## src/rtl/block_fill_controller.sv

```systemverilog
// Cache miss initiator: fetches a block one word per handshake, fills the cache in one cycle, and writes stores through.
// Optional build macro CRITICAL_WORD_FIRST_EN: fetch starts at the requested word and wraps within the block.
module block_fill_controller #(
  parameter int DATA_WIDTH    = 32,
  parameter int ADDRESS_WIDTH = 30,
  parameter int BLOCK_SIZE    = 2
) (
  input  logic                              clk,
  input  logic                              rst_n,
  input  logic                              req_valid,
  input  logic                              req_write,
  input  logic [ADDRESS_WIDTH-1:0]          req_addr,
  input  logic [DATA_WIDTH-1:0]             req_wdata,
  input  logic                              miss,
  output logic                              stall,
  output logic                              fill_valid,
  output logic [ADDRESS_WIDTH-1:0]          fill_addr,
  output logic [DATA_WIDTH*(2**BLOCK_SIZE)-1:0] fill_data,
  output logic                              mem_req,
  output logic                              mem_we,
  output logic [ADDRESS_WIDTH-1:0]          mem_addr,
  output logic [DATA_WIDTH-1:0]             mem_wdata,
  input  logic                              mem_ack,
  input  logic [DATA_WIDTH-1:0]             mem_rdata
);

  localparam int N = 2**BLOCK_SIZE;

  typedef enum logic [1:0] {IDLE, READ, FILL, WRITE} state_t;

  state_t                          state;
  logic [BLOCK_SIZE-1:0]           beat;
  logic [BLOCK_SIZE-1:0]           start;
  logic [ADDRESS_WIDTH-BLOCK_SIZE-1:0] base_hi;
  logic [BLOCK_SIZE-1:0]           start_next;
  logic [BLOCK_SIZE-1:0]           slot;
  logic [BLOCK_SIZE-1:0]           slot_next;

`ifdef CRITICAL_WORD_FIRST_EN
  assign start_next = req_addr[BLOCK_SIZE-1:0];
`else
  assign start_next = '0;
`endif

  // Offsets are BLOCK_SIZE bits wide, so the sums wrap inside the block.
  assign slot      = start + beat;
  assign slot_next = start + beat + 1'b1;

  assign stall = (state != IDLE) | (req_valid & (req_write | miss));

  always_ff @(posedge clk or negedge rst_n) begin
    if (!rst_n) begin
      state      <= IDLE;
      beat       <= '0;
      start      <= '0;
      base_hi    <= '0;
      fill_valid <= 1'b0;
      fill_addr  <= '0;
      fill_data  <= '0;
      mem_req    <= 1'b0;
      mem_we     <= 1'b0;
      mem_addr   <= '0;
      mem_wdata  <= '0;
    end else begin
      fill_valid <= 1'b0;
      case (state)
        IDLE: begin
          if (req_valid && req_write) begin
            state     <= WRITE;
            mem_req   <= 1'b1;
            mem_we    <= 1'b1;
            mem_addr  <= req_addr;
            mem_wdata <= req_wdata;
          end else if (req_valid && miss) begin
            state    <= READ;
            base_hi  <= req_addr[ADDRESS_WIDTH-1:BLOCK_SIZE];
            start    <= start_next;
            beat     <= '0;
            mem_req  <= 1'b1;
            mem_we   <= 1'b0;
            mem_addr <= {req_addr[ADDRESS_WIDTH-1:BLOCK_SIZE], start_next};
          end
        end
        READ: begin
          // mem_req is always high here, so mem_ack alone completes the beat.
          if (mem_ack) begin
            for (int k = 0; k < N; k++) begin
              if (slot == BLOCK_SIZE'(k)) begin
                fill_data[k*DATA_WIDTH +: DATA_WIDTH] <= mem_rdata;
              end
            end
            if (&beat) begin
              state      <= FILL;
              beat       <= '0;
              mem_req    <= 1'b0;
              fill_valid <= 1'b1;
              fill_addr  <= {base_hi, {BLOCK_SIZE{1'b0}}};
            end else begin
              beat     <= beat + 1'b1;
              mem_addr <= {base_hi, slot_next};
            end
          end
        end
        FILL: begin
          state <= IDLE;
        end
        WRITE: begin
          if (mem_ack) begin
            state   <= IDLE;
            mem_req <= 1'b0;
            mem_we  <= 1'b0;
          end
        end
        default: state <= IDLE;
      endcase
    end
  end

endmodule

```

## config.mk

```make
export PLATFORM = sky130hd
export DESIGN_NAME = block_fill_controller
export DESIGN_NICKNAME = d
export VERILOG_FILES = /design/src/rtl/block_fill_controller.sv
export SDC_FILE = /design/constraint.sdc
export NUM_CORES = 1
export LEC_CHECK = 0
export BUFFER_PORTS_ARGS = -buffer_cell sky130_fd_sc_hd__buf_4
export CORE_MARGIN = 5
export CORE_UTILIZATION = 46
export CTS_CLUSTER_DIAMETER = 60
export DETAILED_ROUTE_END_ITERATION = 8
export PLACE_DENSITY = 0.76
export SYNTH_ARGS = -nofsm -noshare
export SYNTH_HDL_FRONTEND = slang
export SYNTH_SLANG_ARGS = --single-unit
```

## constraint.sdc

```tcl
create_clock -name clk -period 2.1 [get_ports clk]
set_clock_uncertainty 0.2 [all_clocks]
set_input_delay 0.21 -clock clk [delete_from_list [all_inputs] [get_ports clk]]
set_output_delay 0.21 -clock clk [all_outputs]
set_load 0.1 [all_outputs]
```

### After elaboration in Yosys (flattened, before gate mapping)

Cells that the tools add are included.
Widths: inputs -> output; s select.

| operators by class | value |
|---|---|
| add/sub/neg operators | 1 |
| equal/unequal tests | 13 |
| multiplexer cells | 28 |
| bitwise gates (word level) | 4 |
| reductions and logical operators | 21 |

Operators with widths:

| operator | count |
|---|---|
| $mux 30 | 4 |
| $pmux 30 s2 | 1 |
| $mux 2 | 9 |
| $reduce_and 3->1 | 6 |
| $reduce_and 4->1 | 4 |
| $ne 2x2->1 const B | 6 |
| $mux 1 | 10 |
| $eq 2x2->1 const B | 4 |
| $pmux 2 s4 | 1 |
| $reduce_bool 2->1 | 3 |
| $reduce_and 5->1 | 1 |
| $eq 2x1->1 const B | 2 |
| $logic_not 2->1 | 2 |
| $pmux 2 s2 | 1 |
| $reduce_and 2->1 | 2 |
| $ne 3x3->1 const B | 1 |
| $pmux 1 s3 | 1 |
| $reduce_bool 3->1 | 1 |
| $add 2x1->2 const B | 1 |
| $logic_and 1x1->1 | 2 |
| $or 1x1->1 | 2 |
| $pmux 1 s2 | 1 |
| $and 1x1->1 | 1 |
| $not 1->1 | 1 |

| word-level totals | value |
|---|---|
| flip-flop bits (word level) | 253 |
| bits of input ports | 100 |
| output and inout port bits | 224 |
| logic and storage cells | 80 |

### Depth between registers and ports, before layout

Gate-level depths: netlist of the first run.

| depth | value |
|---|---|
| depth in word-level cells | 4 |
| depth in mapped cells | 7 |

### Least setup slack after synthesis of the first run

Ideal clock, no wire load.

| timing | value |
|---|---|
| path type | register -> register |
| start point | register state[1] |
| end point | register fill_addr[10] |
| setup time | 0.125 ns |
| data arrival time | 1.664 ns |
| required time | 1.775 ns |
| setup slack | 0.111 ns |
| stages on the path, launching flop included | 6 |
| path buffers | 2 |
| period minus slack after synthesis | 1.989 ns |
| path through | dfrtp_1 > nand2b_4 > buf_6 > nor4_4 > buf_6 > mux2_2 |

| between the ends | value |
|---|---|
| word-level cells in the longest chain between the ends | 2 |

Ends and longest elaborated chain:

| item | line | RTL |
|---|---|---|
| start: declaration | 31 | `state_t state;` |
| start signal: assignment | 53 | `state <= IDLE;` |
| start signal: assignment | 69 | `state <= WRITE;` |
| start signal: assignment | 75 | `state <= READ;` |
| $eq 2x1->1 | 66 | `case (state)` |
| $reduce_and 4->1 (no line) | n/a |  |
| end signal: assignment | 97 | `fill_addr <= {base_hi, {BLOCK_SIZE{1'b0}}};` |
| end: declaration | 17 | `output logic [ADDRESS_WIDTH-1:0] fill_addr,` |

Every way passes these cells.
A chain may end at the register's enable or synchronous reset.

### Worst setup path after layout of the first run

| timing | value |
|---|---|
| start point | input req_write |
| end point | register mem_addr[9] |

| between the ends | value |
|---|---|
| word-level cells in the longest chain between the ends | 3 |
| elaborated cells between the ends (all ways) | 5 |
| classes of those cells | eq/ne: 1; mux: 2; reduce/logical: 2 |

Ends and longest elaborated chain:

| item | line | RTL |
|---|---|---|
| start: declaration | 11 | `input logic req_write,` |
| $logic_and 1x1->1 (*) | 68 | `if (req_valid && req_write) begin` |
| $ne 3x3->1 (no line) / $mux 30 (equally long branches) | n/a |  |
| $reduce_and 4->1 (no line) / $pmux 30 s2 (equally long branches) | n/a |  |
| end signal: assignment | 72 | `mem_addr <= req_addr;` |
| end signal: assignment | 81 | `mem_addr <= {req_addr[ADDRESS_WIDTH-1:BLOCK_SIZE], start_next};` |
| end signal: assignment | 100 | `mem_addr <= {base_hi, slot_next};` |
| end: declaration | 21 | `output logic [ADDRESS_WIDTH-1:0] mem_addr,` |

Mark *: on every way between the ends. The rest lies on a longest branch, timed or not.

==> results of run 1 <==
[worst min path at each step]
stage / startpoint / end / cells past startpoint
final: rst_n / fill_data[112] / 2
after CTS: rst_n / fill_data[77] / 2
after floorplan: rst_n / base_hi[0] / 0
after global placement: rst_n / fill_data[45] / 1
after global routing: rst_n / fill_data[43] / 2
after detailed placement: rst_n / fill_data[77] / 1
[metal layers]
layer / share of wire / wire length, um
met1: 0.39 / 10200
met3: 0.071 / 1860
met2: 0.51 / 13500
met5: 0 / 0
met4: 0.025 / 651
[through the flow]
step | hold WS, ns | cell area (um2) | utilization | std cells
2_1_floorplan | -0.286 | 9930 | - | 605
3_5_place_dp | -0.0309 | 12800 | 0.605 | 1192
4_1_cts | 0.0157 | 14600 | 0.691 | 1335
5_1_grt | 0.0606 | 14600 | 0.691 | 1335
6_report | 0.0306 | 14600 | 0.691 | 1335
3_3_place_gp | -0.0319 | 12800 | 0.605 | 1192
[flip-flops by register name, indices dropped and copies added, names as in the netlist]
register    flops
fill_data     128
beat            2
state           2
mem_wdata      32
fill_valid      1
mem_req         1
fill_addr      28
mem_addr       30
base_hi        28
mem_we          1
[repair_timing]
action	4_1_cts	5_1_grt
hold buffers	98	0
resized for setup	0	0
buffers inserted	0	0
endpoints found under the hold margin	475	0
[layout make-up]
class                      instances  share of cell area
clock inverter                    10             0.00590
clock buffer                      35              0.0524
multi-input combinational        314               0.231
sequential                       253               0.433
inverter                           6             0.00154
tap                              275              0.0235
timing repair buffer             442               0.253
[worst register-to-register path, stage by stage (launching register included)]
cell and delay, ns:
dfrtp_1 0.41, or2_2 0.33, a221oi_4 0.30, buf_12 0.25
mux2_2 0.38
[cells by family (layout without fill, tap and decap cells)]
group                      after synthesis  in the layout  share of synthesized area
DFF                                    253            253                      0.638
muxes                                  274            274                      0.311
AOI/OAI and AO/OA                       13             13                     0.0101
and+or+nand+nor                         21             21                     0.0135
adders and majority gates                4              4                    0.00504
other                                    1              2                   0.000378
buffers and inverters                   38            493                     0.0227
[layout by cell type, fill, tap and decap left out, types with 3 or more instances in the layout]
cell type	count
a21oi_1	3
nand2_1	9
clkinv_2	6
o21ai_0	3
dfrtp_1	253
ha_1	4
buf_4	333
buf_12	10
inv_1	6
mux2_2	269
mux2_1	5
clkbuf_16	27
clkbuf_8	6
dlygate4sd3_1	98
==> metrics.txt, run 1 <==
FF-to-FF End mem_addr[9]; gp weighted congestion 0.772; starting DRC count in detailed routing 160; final worst setup slack roughly 0.072 ns; cells after synthesis just over 600; Cell Area, Synth ~0.0099 mm2; Reg2Reg Launch Point state[0]; Slew Limit Fails 0; grt met1 use 0.264; die width about 160 um; Worst-Skew Late Latency roughly 0.52 ns; Critical Path Max Stage Delay ~0.53 ns; number of flops mapped to enable cells by yosys 0; Async S/R FF share, synth 1.00; post-route minimum period 2.03 ns; Post-synth top cells mux2_2, dfrtp_1, buf_2, nand2_1; setup TNS 0 ns; H-tree depth 1; routing usage on met2 0.366; Vias 6695; Tcrit/Tclk final 0.965; crit-path cells dlygate4sd3_1, buf_4, o21ai_1, or2_2, a221oi_4, buf_12, mux2_2; routed wire length per instance approximately 20 um; Worst Reg2Reg Path Length in Cells 4; # DRC 0; Final ANT Viol Nets 0; CP endpoint mem_addr[9]; Slowest-stage cell, CP dlygate4sd3_1; clock sink count between 200 and 300; CP Depth 7; Area growth syn-to-layout 47.3%; largest net degree at the start of global routing 55; Total GRT Usage 0.210; Die H 157 um; storage element area roughly 0.0063 mm2; syn_area_per_cell around 16 um2; crit path from req_write; most frequent cell after synthesis mux2_2; I/O Buffers between 300 and 400; Max Clk Rate just under 500 MHz; Synthesis Warnings 0; met3 GRT Util 0.0514; top-area cell type share of the netlist area 0.638; endpoints failing setup 0; area leader, netlist dfrtp_1; Ports ~320; Fillers between 1k and 1.5k; share of post-route cells with drive strength above 1 0.625; final net count about 1.1k; CP arrival ~2.2 ns; synthesis-stage register bit count 253; WP buf/inv 3; Crit path max-delay family buffers and inverters; WL final ~26000 um; Row Count between 50 and 60; vias per cell around 5.0; endpoints failing hold 0; largest cells by area after synthesis dfrtp_1, mux2_2, buf_2; Bufs on Longest Clock Path 3; root buffer cell clkbuf_16; most used routing layer met2; first drt pass iteration count 4; dpl hpwl roughly 17000 um; initial antenna violation count 0; area occupied by multi-input gates about 0.0034 mm2; CP Class in -> reg; Synth cell types 30; core area about 0.021 mm2; Synth Flop Type dfrtp_1; Num CTS Buffers 27; CP required between 2 and 2.5 ns; DIE AREA between 0.02 and 0.025 mm2; CP Capture Type flop; Hold Path Class in -> async; antenna cells 0; RSZ-0062 raised after global routing false; clk slew on worst S/H paths around 0.060 ns; Startpoint Class input port; initial cell density of the core 0.469; register area share after synthesis 0.638; final global-route overflow total 0; first-pass GRT wire length 41200 um; reg2reg setup slack around 0.12 ns; number of global-route vias before repair ~7.4k; status complete, no violations; Post-Place Setup Slack approximately 0.12 ns; worst-path fanout max 30; clock tree from TritonCTS yes; max_cap viols 0
Power of run 1 is left out: the tool's default activity adds up to more than one toggle a clock period on the data nets, which glitch-free logic cannot reach.
==> run 2: changes to the inputs <==
Settings changed: ABC_AREA set to 1.
==> metrics.txt, run 2 <==
max_cap viols 0 (unchanged); RSZ-0062 raised after global routing false; endpoints failing setup 0 (unchanged); first drt pass iteration count 5 (+1); routed wire length per instance 17.8 um (-9.4%); Area growth syn-to-layout 43.9%; Worst-Skew Late Latency 0.51 ns (about the same); Post-synth top cells nand2_1, dfrtp_1, o21ai_0, nand3_1, inv_1; CP required 1.69 ns (-0.60 ns); Hold Slack 0.0435 ns (+0.0129 ns); Reg2Reg Launch Point state[1]; largest cells by area after synthesis dfrtp_1, nand2_1, o21ai_0; clk slew on worst S/H paths 0.06 ns (about the same); H-tree depth 1 (unchanged); Synth Area in XOR/XNOR 0 (unchanged); clock tree from TritonCTS yes; Synth cell types 25 (-17%); most common cell after layout, fill and taps aside nand2_1; Max Clk Rate 495 MHz (+0.36%); Vias 9241 (+38%); Worst Reg2Reg Path Length in Cells 5 (+1); most frequent cells in the layout nand2_1, buf_4, dfrtp_1; CP Capture Type output port; final global-route overflow total 0 (unchanged); Biggest register fill_data; syn_area_per_cell 9.38 um2 (-43%); Row Count 54 (+1.9%); Synthesis Warnings 0 (unchanged); area leader, netlist dfrtp_1; worst-path fanout max 7 (-77%); Synth Area in Simple Gates 0.191 (+0.178); first-pass GRT wire length 49400 um (+20%); gp weighted congestion 0.871 (+13%); vias per cell 5.17 (+3.1%); setup TNS 0 ns (unchanged); post-route minimum period 2.02 ns (-0.00718 ns); reg2reg setup slack 0.13 ns (about the same); Tcrit/Tclk final 0.962 (-0.00342); clock sink count 253 (unchanged); largest net degree at the start of global routing 69 (+25%); FF-to-FF End fill_addr[14]; number of flops mapped to enable cells by yosys 0 (unchanged); Compound-Gate Fraction of Synth Area 0.111 (+0.101); dpl hpwl 20300 um (+16%); Die H 158 um (+0.99%); I/O Buffers 321 (unchanged); Hold Path Class in -> async; CP Class reg -> out; Slew Limit Fails 0 (unchanged); max reg flops 128 (unchanged); CP arrival 1.61 ns (-0.61 ns); worst slew pin tran 0.604 ns; Ports 324 (unchanged); Final ANT Viol Nets 0 (unchanged); most frequent cell after synthesis nand2_1; mux share of post-synthesis cell area 0 (-0.311); initial antenna violation count 1 (+1); Bufs on Longest Clock Path 3 (unchanged); Worst slew margin 0.597; cells after synthesis 1081 (+79%); register area share after synthesis 0.624 (-0.0133); die width 158 um (+0.99%); Cell Area, Synth 0.0101 mm2 (+2.1%); DIE AREA 0.0251 mm2 (+2.0%); final net count 1595 (+39%); Num CTS Buffers 27 (unchanged); Startpoint Class flop; largest family of logic cells by synthesized area simple AND/OR/NAND/NOR gates; number of global-route vias before repair 9247 (+25%); core area 0.0218 mm2 (+2.8%); # DRC 0 (unchanged); Total GRT Usage 0.245 (+0.0351); top-area cell type share of the netlist area 0.624 (-0.0133); biggest regs fill_data: 128 flops, mem_wdata: 32 flops, mem_addr: 30 flops; endpoints failing hold 0 (unchanged); share of post-route cells with drive strength above 1 0.274 (-0.352); status complete, no violations; WL final 31700 um (+21%); Post-Synth Adder-Cell Area 0.00494 (-0.000105); root buffer cell clkbuf_16; starting DRC count in detailed routing 695 (+330%); synthesis-stage register bit count 253 (unchanged); initial cell density of the core 0.466 (-0.00327); Synth Flop Type dfrtp_1; Async S/R FF share, synth 1.00 (unchanged)
[run 2: cell count changes after synthesis, sizes merged, moves of 2 or more]
cell,before,now
nand3,0,74
a21oi,3,1
buf,30,53
nand2,10,389
inv,6,69
mux2,274,0
o21ai,4,215
clkbuf,2,15
[run 2: kinds of logic after synthesis]
logic type                 after synthesis
and+or+nand+nor                        468
buffers and inverters                  138
DFF                                    253
other                                    1
adders and majority gates                4
AOI/OAI and AO/OA                      217
[run 2: worst max-delay path: stages (launching register included)]
cell     delay (ns)
dfrtp_1        0.41
buf_4          0.18
nor2_4         0.17
nand3_4        0.13
buf_6          0.22
[run 2: what timing repair did]
| action | CTS | global route |
|---|---|---|
| gates resized for setup | 2 | 0 |
| hold buffers | 96 | 0 |
| buffers inserted | 0 | 1 |
| pin swaps | 0 | 3 |
| endpoints found under the setup margin | 1 | 3 |
| endpoints found under the hold margin | 473 | 0 |
| cloned | 0 | 1 |
[run 2: routing by layer]
| metal | GRT usage | up-vias | routed length (um) | part of all wire |
|---|---|---|---|---|
| met5 | 0 | - | 0 | 0 |
| met4 | 0.0760 | 0 | 912 | 0.029 |
| met3 | 0.0609 | 69 | 3330 | 0.10 |
| met2 | 0.415 | 493 | 15200 | 0.48 |
| met1 | 0.313 | 4414 | 12300 | 0.39 |
| li1 | - | 4265 | - | - |
[run 2: worst max-delay path by stage]
stage | startpoint | to | slack, ns | depth (start not counted)
floorplan | state[1] | state[1] | 0.30 | 4
global placement | state[1] | fill_addr[8] | 0.15 | 5
detailed placement | state[1] | fill_addr[9] | 0.07 | 5
CTS | state[0] | stall | 0.03 | 4
global route | state[1] | fill_addr[15] | 0.007 | 5
finish | state[0] | stall | 0.08 | 4
[run 2: metrics by stage]
| step | instance area [um2] | std cells | worst slack (ns) | util |
|---|---|---|---|---|
| finish | 14600 | 1787 | 0.0796 | 0.671 |
| CTS | 14600 | 1784 | 0.0295 | 0.670 |
| detailed placement | 12800 | 1644 | 0.0746 | 0.589 |
| floorplan | 10100 | 1082 | 0.295 | - |
| global placement | 12800 | 1644 | 0.148 | 0.589 |
| global route | 14600 | 1787 | 0.00722 | 0.671 |
[run 2: area by class of cell]
| class | count | area, um2 |
|---|---|---|
| fill | 1641 | 7160 |
| multi-input combinational | 692 | 3160 |
| sequential | 253 | 6330 |
| timing repair buffer | 447 | 3690 |
| antenna | 1 | 2.50 |
| clock buffer | 37 | 753 |
| tap | 280 | 350 |
| clock inverter | 7 | 35.0 |
| inverter | 70 | 265 |
Power of run 2 is left out for the same reason.
